**src/rtl/qam_pkg.sv**
```systemverilog
// Shared definitions for the QAM symbol-timing controller: controller states,
// 16-QAM Gray-coded amplitude levels and the bit-pair to level mapping.
package qam_pkg;

    localparam logic [0:0] ST_IDLE = 1'b0;
    localparam logic [0:0] ST_RUN  = 1'b1;

    typedef enum logic [0:0] {
        IDLE = 1'b0,
        RUN  = 1'b1
    } state_e;

    typedef logic [3:0] sym_t;

    localparam logic signed [2:0] LVL_M3 = -3'sd3;
    localparam logic signed [2:0] LVL_M1 = -3'sd1;
    localparam logic signed [2:0] LVL_P1 = 3'sd1;
    localparam logic signed [2:0] LVL_P3 = 3'sd3;

    // Gray map: adjacent levels differ in one bit so a one-level slip costs one bit error.
    function automatic logic signed [2:0] qam16_map(input logic [1:0] bits);
        case (bits)
            2'b00:   qam16_map = LVL_M3;
            2'b01:   qam16_map = LVL_M1;
            2'b11:   qam16_map = LVL_P1;
            default: qam16_map = LVL_P3;
        endcase
    endfunction

endpackage

```
**src/rtl/qam_sym_ctrl_if.sv**
```systemverilog
// Symbol handshake between the bit/symbol source and the timing controller.
interface qam_sym_ctrl_if;
    import qam_pkg::*;

    sym_t sym_data;
    logic sym_valid;
    logic sym_ready;

    modport master (output sym_data, output sym_valid, input sym_ready);
    modport slave  (input sym_data, input sym_valid, output sym_ready);

endinterface

```
**src/rtl/qam_level_map.sv**
```systemverilog
// Combinational map from one Gray-coded bit pair to a signed amplitude level.
module qam_level_map
    import qam_pkg::*;
#(
    parameter int LVL_W = 3
) (
    input  logic [1:0]              bits_i,
    output logic signed [LVL_W-1:0] level_o
);

    // Size cast of a signed value sign-extends for wider level buses.
    assign level_o = LVL_W'(qam16_map(bits_i));

endmodule

```
**src/rtl/qam_sym_ctrl.sv**
```systemverilog
// Symbol-timing controller: accepts 16-QAM symbols, holds their I/Q levels for
// a programmable number of cycles and drives the carrier step word and sync.
module qam_sym_ctrl
    import qam_pkg::*;
#(
    parameter int ADDR_WIDTH   = 12,
    parameter int CNT_W        = 16,
    parameter int LVL_W        = 3,
    parameter int INIT_STEP    = 1,
    parameter int INIT_SYM_LEN = 16
) (
    input  logic                    clk,
    input  logic                    rst,
    input  logic                    start,
    input  logic                    stop,
    input  logic                    cfg_load,
    input  logic [ADDR_WIDTH-3:0]   cfg_step,
    input  logic [CNT_W-1:0]        cfg_sym_len,
    qam_sym_ctrl_if.slave           sym_if,
    output logic [ADDR_WIDTH-3:0]   step_out,
    output logic                    carrier_sync,
    output logic signed [LVL_W-1:0] i_level,
    output logic signed [LVL_W-1:0] q_level,
    output logic                    mod_en,
    output logic                    sym_strobe,
    output logic                    underrun,
    output logic                    busy
);

    localparam int STEP_W = ADDR_WIDTH - 2;
    localparam logic [STEP_W-1:0] STEP_RST = STEP_W'(INIT_STEP);
    localparam logic [CNT_W-1:0]  LEN_RST  = CNT_W'(INIT_SYM_LEN);

    logic [0:0]              state_q, state_d;
    logic [CNT_W-1:0]        cnt_q, cnt_d;
    logic [CNT_W-1:0]        len_q, len_d;
    logic [CNT_W-1:0]        sh_len_q, sh_len_d;
    logic [STEP_W-1:0]       step_q, step_d;
    logic [STEP_W-1:0]       sh_step_q, sh_step_d;
    logic                    stop_pend_q, stop_pend_d;
    logic signed [LVL_W-1:0] i_q, i_d, q_q, q_d;
    logic signed [LVL_W-1:0] i_map, q_map;
    logic                    mod_en_q, mod_en_d;
    logic                    strobe_q, strobe_d;
    logic                    under_q, under_d;
    logic                    sync_q, sync_d;
    logic                    boundary;
    logic                    run;

    qam_level_map #(.LVL_W(LVL_W)) u_map_i (.bits_i(sym_if.sym_data[3:2]), .level_o(i_map));
    qam_level_map #(.LVL_W(LVL_W)) u_map_q (.bits_i(sym_if.sym_data[1:0]), .level_o(q_map));

    assign run      = (state_q == ST_RUN);
    assign boundary = (cnt_q == '0);

    // Ready is decoded from registers only, so the source sees no path from its own valid.
    assign sym_if.sym_ready = run && boundary && !stop_pend_q;

    assign step_out     = step_q;
    assign carrier_sync = sync_q;
    assign i_level      = i_q;
    assign q_level      = q_q;
    assign mod_en       = mod_en_q;
    assign sym_strobe   = strobe_q;
    assign underrun     = under_q;
    assign busy         = run;

    // Next-state: shadow config capture, IDLE/RUN sequencing and symbol-period timing.
    always_comb begin
        state_d     = state_q;
        cnt_d       = cnt_q;
        len_d       = len_q;
        step_d      = step_q;
        sh_len_d    = sh_len_q;
        sh_step_d   = sh_step_q;
        stop_pend_d = stop_pend_q;
        i_d         = i_q;
        q_d         = q_q;
        mod_en_d    = mod_en_q;
        strobe_d    = 1'b0;
        under_d     = 1'b0;
        sync_d      = 1'b0;

        if (cfg_load) begin
            sh_step_d = cfg_step;
            sh_len_d  = (cfg_sym_len == '0) ? CNT_W'(1) : cfg_sym_len;
        end

        if (!run) begin
            // Active config tracks the shadow while idle.
            step_d = sh_step_q;
            len_d  = sh_len_q;
            if (start && !stop) begin
                state_d = ST_RUN;
                cnt_d   = '0;
                sync_d  = 1'b1;
            end
        end else begin
            if (stop) begin
                stop_pend_d = 1'b1;
            end
            if (boundary) begin
                // The pre-load shadow is used, so a load on this cycle lands one boundary later.
                step_d = sh_step_q;
                len_d  = sh_len_q;
                if (stop_pend_q) begin
                    state_d     = ST_IDLE;
                    stop_pend_d = 1'b0;
                    i_d         = '0;
                    q_d         = '0;
                    mod_en_d    = 1'b0;
                end else begin
                    cnt_d    = sh_len_q - CNT_W'(1);
                    mod_en_d = 1'b1;
                    strobe_d = 1'b1;
                    if (sym_if.sym_valid) begin
                        i_d = i_map;
                        q_d = q_map;
                    end else begin
                        // Zero symbol keeps the symbol grid intact when the source starves.
                        i_d     = '0;
                        q_d     = '0;
                        under_d = 1'b1;
                    end
                end
            end else begin
                cnt_d = cnt_q - CNT_W'(1);
            end
        end
    end

    // State and output registers; reset aborts any symbol in flight.
    always_ff @(posedge clk or posedge rst) begin
        if (rst) begin
            state_q     <= ST_IDLE;
            cnt_q       <= '0;
            len_q       <= LEN_RST;
            sh_len_q    <= LEN_RST;
            step_q      <= STEP_RST;
            sh_step_q   <= STEP_RST;
            stop_pend_q <= 1'b0;
            i_q         <= '0;
            q_q         <= '0;
            mod_en_q    <= 1'b0;
            strobe_q    <= 1'b0;
            under_q     <= 1'b0;
            sync_q      <= 1'b0;
        end else begin
            state_q     <= state_d;
            cnt_q       <= cnt_d;
            len_q       <= len_d;
            sh_len_q    <= sh_len_d;
            step_q      <= step_d;
            sh_step_q   <= sh_step_d;
            stop_pend_q <= stop_pend_d;
            i_q         <= i_d;
            q_q         <= q_d;
            mod_en_q    <= mod_en_d;
            strobe_q    <= strobe_d;
            under_q     <= under_d;
            sync_q      <= sync_d;
        end
    end

endmodule

```
**src/flat_wrapper.sv**
```systemverilog
// flat-port wrapper written by rule: the top's interface ports become plain ports
module qam_sym_ctrl_flat import qam_pkg::*;
#(
    parameter int ADDR_WIDTH   = 12,
    parameter int CNT_W        = 16,
    parameter int LVL_W        = 3,
    parameter int INIT_STEP    = 1,
    parameter int INIT_SYM_LEN = 16
)
  (clk, rst, start, stop, cfg_load, cfg_step, cfg_sym_len, step_out, carrier_sync, i_level, q_level, mod_en, sym_strobe, underrun, busy, sym_if_sym_data, sym_if_sym_valid, sym_if_sym_ready);
  qam_sym_ctrl_if sym_if_i ();
  input  logic clk;
  input  logic rst;
  input  logic start;
  input  logic stop;
  input  logic cfg_load;
  input  logic [ADDR_WIDTH-3:0] cfg_step;
  input  logic [CNT_W-1:0] cfg_sym_len;
  output logic [ADDR_WIDTH-3:0] step_out;
  output logic carrier_sync;
  output logic signed [LVL_W-1:0] i_level;
  output logic signed [LVL_W-1:0] q_level;
  output logic mod_en;
  output logic sym_strobe;
  output logic underrun;
  output logic busy;
  input wire logic [$bits(sym_if_i.sym_data)-1:0] sym_if_sym_data;
  input wire logic [$bits(sym_if_i.sym_valid)-1:0] sym_if_sym_valid;
  output wire logic [$bits(sym_if_i.sym_ready)-1:0] sym_if_sym_ready;
  assign sym_if_i.sym_data = sym_if_sym_data;
  assign sym_if_i.sym_valid = sym_if_sym_valid;
  assign sym_if_sym_ready = sym_if_i.sym_ready;
  qam_sym_ctrl #(.ADDR_WIDTH(ADDR_WIDTH), .CNT_W(CNT_W), .LVL_W(LVL_W), .INIT_STEP(INIT_STEP), .INIT_SYM_LEN(INIT_SYM_LEN)) u_core (.clk(clk), .rst(rst), .start(start), .stop(stop), .cfg_load(cfg_load), .cfg_step(cfg_step), .cfg_sym_len(cfg_sym_len), .sym_if(sym_if_i), .step_out(step_out), .carrier_sync(carrier_sync), .i_level(i_level), .q_level(q_level), .mod_en(mod_en), .sym_strobe(sym_strobe), .underrun(underrun), .busy(busy));
endmodule
```
**config.mk**
```make
export PLATFORM = sky130hd
export DESIGN_NAME = qam_sym_ctrl_flat
export DESIGN_NICKNAME = d
export VERILOG_FILES = /design/src/rtl/qam_pkg.sv /design/src/rtl/qam_sym_ctrl_if.sv /design/src/rtl/qam_level_map.sv /design/src/rtl/qam_sym_ctrl.sv /design/src/flat_wrapper.sv
export SDC_FILE = /design/constraint.sdc
export NUM_CORES = 1
export LEC_CHECK = 0
export BUFFER_PORTS_ARGS = -buffer_cell sky130_fd_sc_hd__buf_4
export CORE_MARGIN = 1
export CORE_UTILIZATION = 35
export DETAILED_ROUTE_END_ITERATION = 8
export PLACE_DENSITY_LB_ADDON = 0.05
export SYNTH_ARGS = -nofsm -noshare
export SYNTH_HDL_FRONTEND = slang
export SYNTH_SLANG_ARGS = --single-unit
```
**constraint.sdc**
```tcl
create_clock -name clk -period 3.8 [get_ports clk]
set_clock_uncertainty 0.2 [all_clocks]
set_input_delay 1.14 -clock clk [delete_from_list [all_inputs] [get_ports clk]]
set_output_delay 1.14 -clock clk [all_outputs]
set_load 0.01 [all_outputs]
```
==> results.md <==
* Top post-synthesis cells by area: dfrtp_1 46%, mux2_2 12%, ha_1 2.7%, o21ai_0 2.5%, dfstp_2 2.4%
* Chip height at 98.39 um
* Asr flop ratio synth at 100.0%
* XOR/XNOR share of the synthesized area at 0.2693%
* RD Place Congestion at 0.8155
* Synth Warn # at 0
* Postcts setup bufs at 0
* Mapped cell area at 3252 um^2
* Clock sinks at 63
* Critical path type: reg -> reg
* Worst slew pin tran at 0.6775 ns
* Simple-gate area share of the yosys netlist at 18.16%
* Final net count at 409
* Worst-path clk slew at 0.09 ns
* CTS root buf: clkbuf_8
* Post-Synthesis Net Count at 347
* Cell Count, Final, Fillers Out at 479
* Remaining routing DRC violations at 0
* Die ar. at 9681 um^2
* Multiplexer area fraction after synthesis at 13.35%
* Worst Path Arrival at 3.65 ns
* Fin crit share at 94.31%
* CTS tree: done
* Post-synth EDFFs at 0
* Worst Hold Class: reg -> reg
* Drt wl/cell at 16.67 um
* ANT nets after route at 0
* Clock Latency Late Sink at 0.36 ns
* Core Area at 8848 um^2
* Vias at 2,613
* Total CTS buffers at 9
* Critical Path RT at 3.86 ns
* Largest stage delay, worst path at 0.48 ns
* Compound-Gate Fraction of Synth Area at 13.24%
* Slew headroom at 53.66%
* Finished Cell Area at 4053 um^2
* DP Area at 3796 um^2
* Setup TNS at 0 ns
* Std cell rows at 34
* Port Buf Inserts at 57
* Max VDD drop at 0.2814 mV
* Pwr/cell area at 645.1 nW/um^2
* Maximum clock path buffer count at 2
* I/O pin count at 58
* Die Wd at 98.39 um
* Final wirelength at 7987 um
* Most used cell, CP: nor2_1
* Largest net degree at the start of global routing at 32
* CP max stage cell: or4_1
* Crit-path cells: nor2_1 > nand3_1 > nor2_1 > a21oi_1 > ha_2 > or3b_1 > nor4_1 > o21ai_1 > o21bai_1 > or3_1 > or4_1 > o211ai_1
* Grt total ovfl at 0
* Synth-to-Final Area Change at 24.62%
* Final Hold Fails at 0
* Synth cell types at 53
* DP HPWL at 5612 um
* Initial DRC Count at 117
* Max Fclk at 0.2790 GHz
* Area share of fa/ha/maj cells after synthesis at 2.693%
* Synth top area share at 46.17%
* Antenna cells at 0
* Post-Synthesis Cells at 304
* Max-slew violations at 0
* Worst path top cell family by delay: simple AND/OR/NAND/NOR gates
* CP startpoint kind: flop
* Layout cell share with drive strength beyond 1 at 36.12%
* Avg Inst Size Synth at 10.70 um^2
* Outcome: complete, no violations
* Sequential area share after synthesis at 48.60%
* DRT Pass-1 Iters at 6
* Worst Path Buf+Inv at 0
* First-pass GRT wire length at 13,560 um
* Area leader, netlist: dfrtp_1
* H-tree lvl count at 3
* Vias per cell at 5.455
* Vias in the first global route at 2,626
* Static leakage at 1.790 nW
* GR Util All Layers at 18.08%
* Ys flop type: dfrtp_1
* Tmin final at 3.584 ns
* Antenna violations before repair at 0
* MaxCap Viol Count at 0
* Post-synthesis register bit count at 63
* RSZ-0062 raised after global routing: no
* Initial Util at 36.75%
* Crit end category: flop
* CP max FO at 6
* Cells after DPL at 463
* Final setup violation count at 0
* Largest family of logic cells by synthesized area: simple AND/OR/NAND/NOR gates
==> placed cells by master, fill, tap and decap left out, types with 3 or more instances in the layout <==
cell type / Yosys / final
and3_1: 3 / 3
a21o_1: 3 / 3
bufinv_16: 0 / 3
a211oi_1: 3 / 3
o211ai_1: 5 / 5
nor3_1: 9 / 9
or4_1: 4 / 4
buf_4: 1 / 65
dfstp_2: 3 / 3
and3_2: 5 / 5
dfrtp_1: 60 / 59
nand2_1: 20 / 20
o21ai_0: 16 / 16
nand4_1: 3 / 3
mux2_2: 35 / 35
clkbuf_8: 0 / 10
nor4_1: 11 / 11
nand3_1: 10 / 10
inv_1: 10 / 9
mux2i_1: 4 / 4
ha_1: 7 / 6
o31ai_1: 4 / 4
a211o_1: 3 / 3
nor2_1: 19 / 19
or3_1: 8 / 8
a21oi_1: 11 / 11
==> synth_stat cells, types with 4 or more instances <==
| master | instances |
|---|---|
| a21oi_1 | 11 |
| and3_2 | 5 |
| clkbuf_1 | 8 |
| dfrtp_1 | 60 |
| ha_1 | 7 |
| inv_1 | 10 |
| mux2_2 | 35 |
| mux2i_1 | 4 |
| nand2_1 | 20 |
| nand3_1 | 10 |
| nor2_1 | 19 |
| nor3_1 | 9 |
| nor4_1 | 11 |
| o211ai_1 | 5 |
| o21ai_0 | 16 |
| o31ai_1 | 4 |
| or3_1 | 8 |
| or4_1 | 4 |
==> layout make-up <==
type / instances / area, um^2
well taps: 108 / 135.1
repair buffers: 65 / 488.0
clock buffers: 10 / 137.6
inverters: 11 / 41.29
clock inverters: 6 / 115.1
multi-input cells: 216 / 1554
fillers: 847 / 4796
flip-flops and latches: 63 / 1582
==> kinds of logic after synthesis <==
kind of cell / Yosys count
AOI/OAI and AO/OA: 64
DFF: 63
buffers and inverters: 25
muxes: 39
xor gates and xnor gates: 1
and+or+nand+nor: 105
adders and majority gates: 7
==> metal layers <==
metal,GRT usage (%),wire length (um),vias to the layer above
met4,5.855,98,0
met3,5.297,486,12
met2,26.71,3548,69
li1,-,-,1247
met1,25.43,3853,1285
met5,0,0,-
==> worst reg2reg max path, stage by stage, from the launching register on <==
cell	delay [ns]
dfrtp_1	0.43
nor2_1	0.14
nand3_1	0.15
nor2_1	0.13
a21oi_1	0.23
ha_2	0.24
or3b_1	0.43
nor4_1	0.22
o21ai_1	0.14
o21bai_1	0.20
or3_1	0.41
or4_1	0.48
o211ai_1	0.09
==> power breakdown <==
group	switching (W)	internal [W]
sequential	0.000189	0.000855
combinational	0.000402	0.000408
clock	0.000302	0.000457
==> final timing paths <==
path / startpoint / slack [ns] / to / depth (start not counted)
min: u_core.i_level[2] / 0.28 / u_core.i_level[2] / 2
max in group asynchronous: rst / 1.95 / u_core.step_out[0] / 3
max: u_core.cnt_q[7] / 0.22 / u_core.cnt_q[14] / 12
min reg2reg: u_core.i_level[2] / 0.28 / u_core.i_level[2] / 2
min in group asynchronous: rst / 0.68 / u_core.cnt_q[7] / 2
max reg2reg: u_core.cnt_q[7] / 0.22 / u_core.cnt_q[14] / 12
==> repair_timing <==
item / CTS / global route
endpoints found under the hold margin: 0 / 0
endpoints found under the setup margin: 0 / 1
hold buffers: 0 / 0
gates resized for setup: 0 / 2
==> registers in the layout, summed over array words and instances (netlist names) <==
register / cells
u_core.cnt_q: 16
u_core.sh_len_q: 16
u_core.sh_step_q: 10
u_core.step_out: 10
u_core.q_level: 3
u_core.i_level: 2
u_core.busy: 1
u_core.carrier_sync: 1
u_core.mod_en: 1
u_core.stop_pend_q: 1
u_core.sym_strobe: 1
u_core.underrun: 1
==> metrics by stage <==
step                power [W]  worst slack [ns]  hold WS [ns]  utilization (%)
floorplan            0.001550            0.2378        0.2750                -
global placement     0.001857            0.3109        0.2704            42.90
detailed placement   0.001861            0.2234        0.2678            42.90
CTS                  0.002626            0.2161        0.2858            45.76
global route         0.002780          0.009669        0.2976            45.80
finish               0.002614            0.2163        0.2808            45.80
(Power assumes the default switching activity.)
